[config.mk]
export PLATFORM = sky130hd
export DESIGN_NAME = func_seq_ctrl_flat
export DESIGN_NICKNAME = d
export VERILOG_FILES = /design/src/rtl/func_seq_if.sv /design/src/rtl/func_seq_ctrl.sv /design/src/flat_wrapper.sv
export SDC_FILE = /design/constraint.sdc
export NUM_CORES = 1
export LEC_CHECK = 0
export CAP_MARGIN = 20
export CORE_MARGIN = 4
export CORE_UTILIZATION = 41
export DETAILED_ROUTE_END_ITERATION = 7
export HOLD_SLACK_MARGIN = 0.1
export PLACE_DENSITY_LB_ADDON = 0.3
export SYNTH_ARGS = -nofsm -noshare
export SYNTH_HDL_FRONTEND = slang
export SYNTH_SLANG_ARGS = --single-unit
export TNS_END_PERCENT = 50
[constraint.sdc]
create_clock -name clk -period 1.7 [get_ports clk]
set_input_delay 0.17 -clock clk [delete_from_list [all_inputs] [get_ports clk]]
set_output_delay 0.17 -clock clk [all_outputs]
set_load 0.05 [all_outputs]
[src/rtl/func_seq_if.sv]
// Request/response and func_unit bus of the multi-pass sequencer.
// master: requester + func_unit side; slave: func_seq_ctrl.
interface func_seq_if #(
   parameter int unsigned SIZE  = 16,
   parameter int unsigned CNT_W = 2
);
   logic             start;
   logic [5:0]       op_fs;
   logic             op_bw;
   logic [SIZE-1:0]  op_a;
   logic [SIZE-1:0]  op_b;
   logic             op_cin;
   logic [CNT_W-1:0] rpt_cnt;
   logic [SIZE-1:0]  fu_f;
   logic [3:0]       fu_cvnz;
   logic [SIZE-1:0]  fu_a;
   logic [SIZE-1:0]  fu_b;
   logic [5:0]       fu_fs;
   logic             fu_cin;
   logic             fu_bw;
   logic             busy;
   logic             done;
   logic [SIZE-1:0]  result;
   logic [3:0]       cvnz;

   modport master (
      output start, op_fs, op_bw, op_a, op_b, op_cin, rpt_cnt, fu_f, fu_cvnz,
      input  fu_a, fu_b, fu_fs, fu_cin, fu_bw, busy, done, result, cvnz
   );

   modport slave (
      input  start, op_fs, op_bw, op_a, op_b, op_cin, rpt_cnt, fu_f, fu_cvnz,
      output fu_a, fu_b, fu_fs, fu_cin, fu_bw, busy, done, result, cvnz
   );
endinterface

[src/rtl/func_seq_ctrl.sv]
// Multi-pass sequencer in front of func_unit: repeats one op N = rpt_cnt+1 times with feedback.
// Optional FUNC_SEQ_CARRY_CHAIN_EN: feed each pass's carry into the next pass's Cin.
module func_seq_ctrl #(
   parameter int unsigned SIZE  = 16,
   parameter int unsigned CNT_W = 2
) (
   input logic       clk,
   input logic       rst_n,
   func_seq_if.slave bus
);

   typedef enum logic [1:0] {StIdle, StRun, StDone} state_e;

   state_e           state_q, state_d;
   logic [SIZE-1:0]  fu_a_q, fu_a_d;
   logic [SIZE-1:0]  fu_b_q, fu_b_d;
   logic [5:0]       fu_fs_q, fu_fs_d;
   logic             fu_cin_q, fu_cin_d;
   logic             fu_bw_q, fu_bw_d;
   logic [CNT_W-1:0] cnt_q, cnt_d;
   logic [CNT_W-1:0] rpt_q, rpt_d;
   logic [SIZE-1:0]  result_q, result_d;
   logic [3:0]       cvnz_q, cvnz_d;

   always_ff @(posedge clk) begin
      if (!rst_n) begin
         state_q  <= StIdle;
         fu_a_q   <= '0;
         fu_b_q   <= '0;
         fu_fs_q  <= '0;
         fu_cin_q <= 1'b0;
         fu_bw_q  <= 1'b0;
         cnt_q    <= '0;
         rpt_q    <= '0;
         result_q <= '0;
         cvnz_q   <= '0;
      end else begin
         state_q  <= state_d;
         fu_a_q   <= fu_a_d;
         fu_b_q   <= fu_b_d;
         fu_fs_q  <= fu_fs_d;
         fu_cin_q <= fu_cin_d;
         fu_bw_q  <= fu_bw_d;
         cnt_q    <= cnt_d;
         rpt_q    <= rpt_d;
         result_q <= result_d;
         cvnz_q   <= cvnz_d;
      end
   end

   always_comb begin
      state_d  = state_q;
      fu_a_d   = fu_a_q;
      fu_b_d   = fu_b_q;
      fu_fs_d  = fu_fs_q;
      fu_cin_d = fu_cin_q;
      fu_bw_d  = fu_bw_q;
      cnt_d    = cnt_q;
      rpt_d    = rpt_q;
      result_d = result_q;
      cvnz_d   = cvnz_q;
      unique case (state_q)
         StIdle: begin
            if (bus.start) begin
               state_d  = StRun;
               fu_a_d   = bus.op_a;
               fu_b_d   = bus.op_b;
               fu_fs_d  = bus.op_fs;
               fu_cin_d = bus.op_cin;
               fu_bw_d  = bus.op_bw;
               rpt_d    = bus.rpt_cnt;
               cnt_d    = '0;
            end
         end
         StRun: begin
            // Compare before increment so rpt_cnt = all-ones never needs a wrap.
            if (cnt_q == rpt_q) begin
               result_d = bus.fu_f;
               cvnz_d   = bus.fu_cvnz;
               state_d  = StDone;
            end else begin
               // FS[2] selects which operand is the destination of the fed-back F.
               if (fu_fs_q[2]) begin
                  fu_a_d = bus.fu_f;
               end else begin
                  fu_b_d = bus.fu_f;
               end
`ifdef FUNC_SEQ_CARRY_CHAIN_EN
               fu_cin_d = bus.fu_cvnz[3];
`else
               fu_cin_d = fu_cin_q;
`endif
               cnt_d = cnt_q + CNT_W'(1);
            end
         end
         StDone: begin
            state_d = StIdle;
            fu_fs_d = '0;
            fu_bw_d = 1'b0;
         end
         default: state_d = StIdle;
      endcase
   end

   assign bus.fu_a   = fu_a_q;
   assign bus.fu_b   = fu_b_q;
   assign bus.fu_fs  = fu_fs_q;
   assign bus.fu_cin = fu_cin_q;
   assign bus.fu_bw  = fu_bw_q;
   assign bus.busy   = (state_q != StIdle);
   assign bus.done   = (state_q == StDone);
   assign bus.result = result_q;
   assign bus.cvnz   = cvnz_q;

endmodule

[src/flat_wrapper.sv]
// flat-port wrapper written by rule: the top's interface ports become plain ports
module func_seq_ctrl_flat 
#(
   parameter int unsigned SIZE  = 16,
   parameter int unsigned CNT_W = 2
)
  (clk, rst_n, bus_start, bus_op_fs, bus_op_bw, bus_op_a, bus_op_b, bus_op_cin, bus_rpt_cnt, bus_fu_f, bus_fu_cvnz, bus_fu_a, bus_fu_b, bus_fu_fs, bus_fu_cin, bus_fu_bw, bus_busy, bus_done, bus_result, bus_cvnz);
  func_seq_if #(.SIZE(SIZE), .CNT_W(CNT_W)) bus_i ();
  input logic clk;
  input logic rst_n;
  input wire logic [$bits(bus_i.start)-1:0] bus_start;
  input wire logic [$bits(bus_i.op_fs)-1:0] bus_op_fs;
  input wire logic [$bits(bus_i.op_bw)-1:0] bus_op_bw;
  input wire logic [$bits(bus_i.op_a)-1:0] bus_op_a;
  input wire logic [$bits(bus_i.op_b)-1:0] bus_op_b;
  input wire logic [$bits(bus_i.op_cin)-1:0] bus_op_cin;
  input wire logic [$bits(bus_i.rpt_cnt)-1:0] bus_rpt_cnt;
  input wire logic [$bits(bus_i.fu_f)-1:0] bus_fu_f;
  input wire logic [$bits(bus_i.fu_cvnz)-1:0] bus_fu_cvnz;
  output wire logic [$bits(bus_i.fu_a)-1:0] bus_fu_a;
  output wire logic [$bits(bus_i.fu_b)-1:0] bus_fu_b;
  output wire logic [$bits(bus_i.fu_fs)-1:0] bus_fu_fs;
  output wire logic [$bits(bus_i.fu_cin)-1:0] bus_fu_cin;
  output wire logic [$bits(bus_i.fu_bw)-1:0] bus_fu_bw;
  output wire logic [$bits(bus_i.busy)-1:0] bus_busy;
  output wire logic [$bits(bus_i.done)-1:0] bus_done;
  output wire logic [$bits(bus_i.result)-1:0] bus_result;
  output wire logic [$bits(bus_i.cvnz)-1:0] bus_cvnz;
  assign bus_i.start = bus_start;
  assign bus_i.op_fs = bus_op_fs;
  assign bus_i.op_bw = bus_op_bw;
  assign bus_i.op_a = bus_op_a;
  assign bus_i.op_b = bus_op_b;
  assign bus_i.op_cin = bus_op_cin;
  assign bus_i.rpt_cnt = bus_rpt_cnt;
  assign bus_i.fu_f = bus_fu_f;
  assign bus_i.fu_cvnz = bus_fu_cvnz;
  assign bus_fu_a = bus_i.fu_a;
  assign bus_fu_b = bus_i.fu_b;
  assign bus_fu_fs = bus_i.fu_fs;
  assign bus_fu_cin = bus_i.fu_cin;
  assign bus_fu_bw = bus_i.fu_bw;
  assign bus_busy = bus_i.busy;
  assign bus_done = bus_i.done;
  assign bus_result = bus_i.result;
  assign bus_cvnz = bus_i.cvnz;
  func_seq_ctrl #(.SIZE(SIZE), .CNT_W(CNT_W)) u_core (.clk(clk), .rst_n(rst_n), .bus(bus_i));
endmodule
==> metrics.sh <==
FINALSETUPTNS_NS=0
POSTCTSHOLDBUFS=0
GRT_START_MAX_NET_PINS=33
GLOBAL_ROUTE_WIRE_LENGTH_BEFORE_REPAIR_UM=12700
FIRST_GLOBAL_VIAS=2644
FINAL_CELL_MIX='sky130_fd_sc_hd__clkdlybuf4s50_1, sky130_fd_sc_hd__dfxtp_1, sky130_fd_sc_hd__mux2i_1, sky130_fd_sc_hd__nor2_1'
TIMING.CRITICAL_PATH.MAX_DELAY_FAMILY='buffers and inverters'
CRIT-REG2REG-LAUNCH='u_core.rpt_q[1]$_SDFFE_PN0P_'
CLOCK_TREE.HTREE_LEVEL_COUNT=3
DIE-WIDTH_UM=89.8
POST-LAYOUT-TOTAL-POWER_mW=4.63
MIN-DELAY-PATH-CLASS='in -> reg'
FINALNONFILLERCELLS=494
TIMING.RR.END='u_core.bus.fu_a[2]$_SDFFE_PN0P_'
POST-CTS-SETUP-BUFFERS=0
SYNTH_NETS=349
CP_DATA_REQUIRED_TIME_NS=1.53
POST-DP-HPWL_UM=5800
DETAIL_ROUTE.ITER0.VIOLATIONS=98
CRITICAL_PATH_BUF_INV_COUNT=1
SYN_AREA_MM2=0.00275
YS_TYPES=25
WIRE_LENGTH_REPORTED_BY_THE_DETAILED_ROUTER_UM=7860
TIMING.CRITICAL_PATH.FROM_TYPE='flop'
DR_TOTAL_VIAS=2595
R2R_SETUP_SLACK_NS=0.13
DIE_AREA_MM2=0.00807
CTS-ROOT-BUF='sky130_fd_sc_hd__clkbuf_8'
TIMING_WORST_SETUP_PATH_TYPE='reg -> out'
COUNT_OF_BOUNDARY_I_O_PINS=127
DIE_H_UM=89.8
HOLD_PATH.STARTPOINT='bus_op_fs[5]'
GLOBAL_ROUTE.OVERFLOW_TOTAL=0
AVGVIACOUNTPERCELL=5.25
DR.PASS1.ITERS=4
TIMING.MAX_CAP.VIOLATIONS=0
NUMCTSBUFFERS=9
ACTUAL_TRANSITION_AT_THE_WORST_MAX_TRANSITION_PIN_NS=0.533
MIN_DELAY_PATH_DEPTH=3
POSTSYNTHREGISTERBITS=66
SYNTH.YOSYS.WARNINGS=0
SLEW_VIOL_FINAL=0
POST_SYNTH.CELL_AREA_AVG_UM2=9.67
LAYOUT_COMMONEST_CELL='sky130_fd_sc_hd__clkdlybuf4s50_1'
GRTUSAGETOTAL=0.192
SYNTH-SEQ-AREA-SHARE=0.481
SYNTH_CELLS=284
GRT_ANTENNA_BEFORE_REPAIR=0
ACHIEVABLE-FREQUENCY_MHz=599
CRIT_PATH_END_KIND='primary output'
DETAIL-ROUTE-ANTENNA-NETS=0
MAX-SLEW-MARGIN-REL=0.644
WORST-ENDPOINT-ARRIVAL_NS=1.50
VDD_DROP_MAX_mV=0.533
CTS_TREE='done'
SLOWEST_STAGE='sky130_fd_sc_hd__clkdlybuf4s50_1'
FINAL_MIN_PERIOD_OVER_CLOCK_PERIOD=0.982
POST-ROUTE-DRC-COUNT=0
SETUP_VIOL_COUNT_FINAL=0
GP_CONGESTION=0.778
TIMING.REG2REG.WORST_PATH_DEPTH=5
CRIT_CHAIN='clkdlybuf4s50_1'
HOLD-PATH-ENDPOINT='u_core.bus.fu_fs[5]$_SDFFE_PN0P_'
POWER.LEAKAGE_nW=1.94
DETAIL_ROUTE.WL_PER_CELL_UM=15.9
STATUS='complete, no violations'
DP.CELLS=479
FINAL_LAYOUT_SIZE_SUFFIX_GT1_FRAC=0.141
CTS.REPORTEDPATHS.CLKPINSLEW_NS=0.07
CORE_AREA_MM2=0.00642
PATH_MAX_FANOUT=2
FINALHOLDVIOLATIONS=0
START_UTIL=0.427
FINISH.NET_COUNT=478
TIMING.CLOCK.SKEW_NS=0.00664
CLK-INSERTION-DELAY-LATE_NS=0.33
CLOCK_SINKS=66
CPPEAKSTAGEDELAY_NS=0.81
FINAL.MIN_CLOCK_PERIOD_NS=1.67
POWER.DENSITY_CELL_AREA_mW_PER_MM2=1050
PORT-BUFFER-COUNT=126
ANTENNA_CELLS_INSERTED=0
CTS_BUFFER_DEPTH=2
LAYOUT-AREA-OVERHEAD-VS-SYNTH_PCT=60.5
ROW_COUNT=29
SETUP_REPAIR_AFTER_GLOBAL_ROUTING_MISSED_ITS_MARGIN='false'
[synth_stat cells]
| master | instances | area (µm²) |
|---|---|---|
| sky130_fd_sc_hd__clkbuf_1 | 13 | 48.8 |
| sky130_fd_sc_hd__nand3_1 | 7 | 35.0 |
| sky130_fd_sc_hd__a21oi_1 | 27 | 135 |
| sky130_fd_sc_hd__a21o_1 | 1 | 7.51 |
| sky130_fd_sc_hd__a311oi_2 | 1 | 15.0 |
| sky130_fd_sc_hd__or2_2 | 2 | 12.5 |
| sky130_fd_sc_hd__dfxtp_1 | 66 | 1320 |
| sky130_fd_sc_hd__o21a_1 | 1 | 7.51 |
| sky130_fd_sc_hd__nor2_1 | 39 | 146 |
| sky130_fd_sc_hd__buf_2 | 10 | 50.1 |
| sky130_fd_sc_hd__nor3_1 | 1 | 5.00 |
| sky130_fd_sc_hd__a2111oi_0 | 1 | 8.76 |
| sky130_fd_sc_hd__xor2_1 | 2 | 17.5 |
| sky130_fd_sc_hd__and3_1 | 1 | 6.26 |
| sky130_fd_sc_hd__nand2b_1 | 2 | 12.5 |
| sky130_fd_sc_hd__nor3b_1 | 1 | 7.51 |
| sky130_fd_sc_hd__a31oi_2 | 1 | 12.5 |
| sky130_fd_sc_hd__mux2i_1 | 53 | 531 |
| sky130_fd_sc_hd__inv_1 | 4 | 15.0 |
| sky130_fd_sc_hd__a211oi_1 | 16 | 120 |
| sky130_fd_sc_hd__o21ai_1 | 1 | 5.00 |
| sky130_fd_sc_hd__nand2_1 | 14 | 52.6 |
| sky130_fd_sc_hd__nor4_1 | 1 | 6.26 |
| sky130_fd_sc_hd__xnor2_1 | 2 | 17.5 |
| sky130_fd_sc_hd__a311oi_1 | 17 | 149 |
[registers in the layout, summed over array words and instances, names as in the netlist]
| register | count |
|---|---|
| u_core.bus.fu_a | 16 |
| u_core.bus.fu_b | 16 |
| u_core.bus.result | 16 |
| u_core.bus.fu_fs | 6 |
| u_core.bus.cvnz | 4 |
| u_core.cnt_q | 2 |
| u_core.rpt_q | 2 |
| u_core.state_q | 2 |
| u_core.bus.fu_bw | 1 |
| u_core.bus.fu_cin | 1 |
[power breakdown]
part           total, mW  internal (mW)  switching, mW
clock network       1.29          0.704          0.584
logic               1.56          0.620          0.943
registers           1.78           1.70         0.0859
total               4.63           3.02           1.61
[kinds of logic after synthesis]
logic type	count (synthesis)	synth area share
compound gates	66	0.168
xor+xnor	4	0.0128
buf+inv	27	0.0415
flops	66	0.481
mux	53	0.193
simple gates	68	0.103
[final cells by class]
class / instances / area [µm²]
clock buffers: 10 / 138
clock inverters: 5 / 55.1
fillers: 530 / 2020
inverters: 4 / 15.0
multi-input cells: 191 / 1360
flip-flops and latches: 66 / 1320
well taps: 77 / 96.3
repair buffers: 141 / 1420
[timing repair]
action,4_1_cts,5_1_grt
resized for setup,0,10
setup endpoints to repair,0,15
endpoints found under the hold margin,0,0
[worst min-delay path: stages]
cell and delay, ns:
sky130_fd_sc_hd__clkdlybuf4s50_1 0.40, sky130_fd_sc_hd__nand2_1 0.06, sky130_fd_sc_hd__a21oi_1 0.05
[layer usage]
| metal | vias to the layer above | global-route usage | share of wire |
|---|---|---|---|
| li1 | 1283 | - | - |
| met1 | 1207 | 0.219 | 0.41 |
| met2 | 87 | 0.333 | 0.50 |
| met3 | 18 | 0.0526 | 0.063 |
| met4 | 0 | 0.0907 | 0.028 |
| met5 | - | 0 | 0 |
[stage by stage]
step | setup WS (ns) | hold WS, ns | instance area, µm² | util
after global routing | 0.000373 | 0.396 | 4410 | 0.686
final | 0.0314 | 0.385 | 4410 | 0.686
after global placement | 0.0643 | 0.443 | 4180 | 0.651
after detailed placement | 0.00707 | 0.459 | 4180 | 0.651
after CTS | 0.00669 | 0.377 | 4370 | 0.681
after floorplan | 0.172 | 0.288 | 2750 | -
[worst max path at each step]
stage / endpoint / slack (ns) / startpoint / depth (start not counted)
6_report: bus_result[0] / 0.03 / u_core.bus.result[0]$_SDFFE_PN0P_ / 1
2_1_floorplan: u_core.bus.fu_a[10]$_SDFFE_PN0P_ / 0.17 / u_core.bus.fu_fs[2]$_SDFFE_PN0P_ / 5
3_5_place_dp: u_core.bus.fu_a[12]$_SDFFE_PN0P_ / 0.007 / bus_start / 6
3_3_place_gp: u_core.bus.fu_a[10]$_SDFFE_PN0P_ / 0.06 / bus_start / 6
5_1_grt: bus_fu_a[9] / 0.0004 / u_core.bus.fu_a[9]$_SDFFE_PN0P_ / 1
4_1_cts: bus_fu_fs[2] / 0.007 / u_core.bus.fu_fs[2]$_SDFFE_PN0P_ / 1
(Power assumes the default switching activity.)
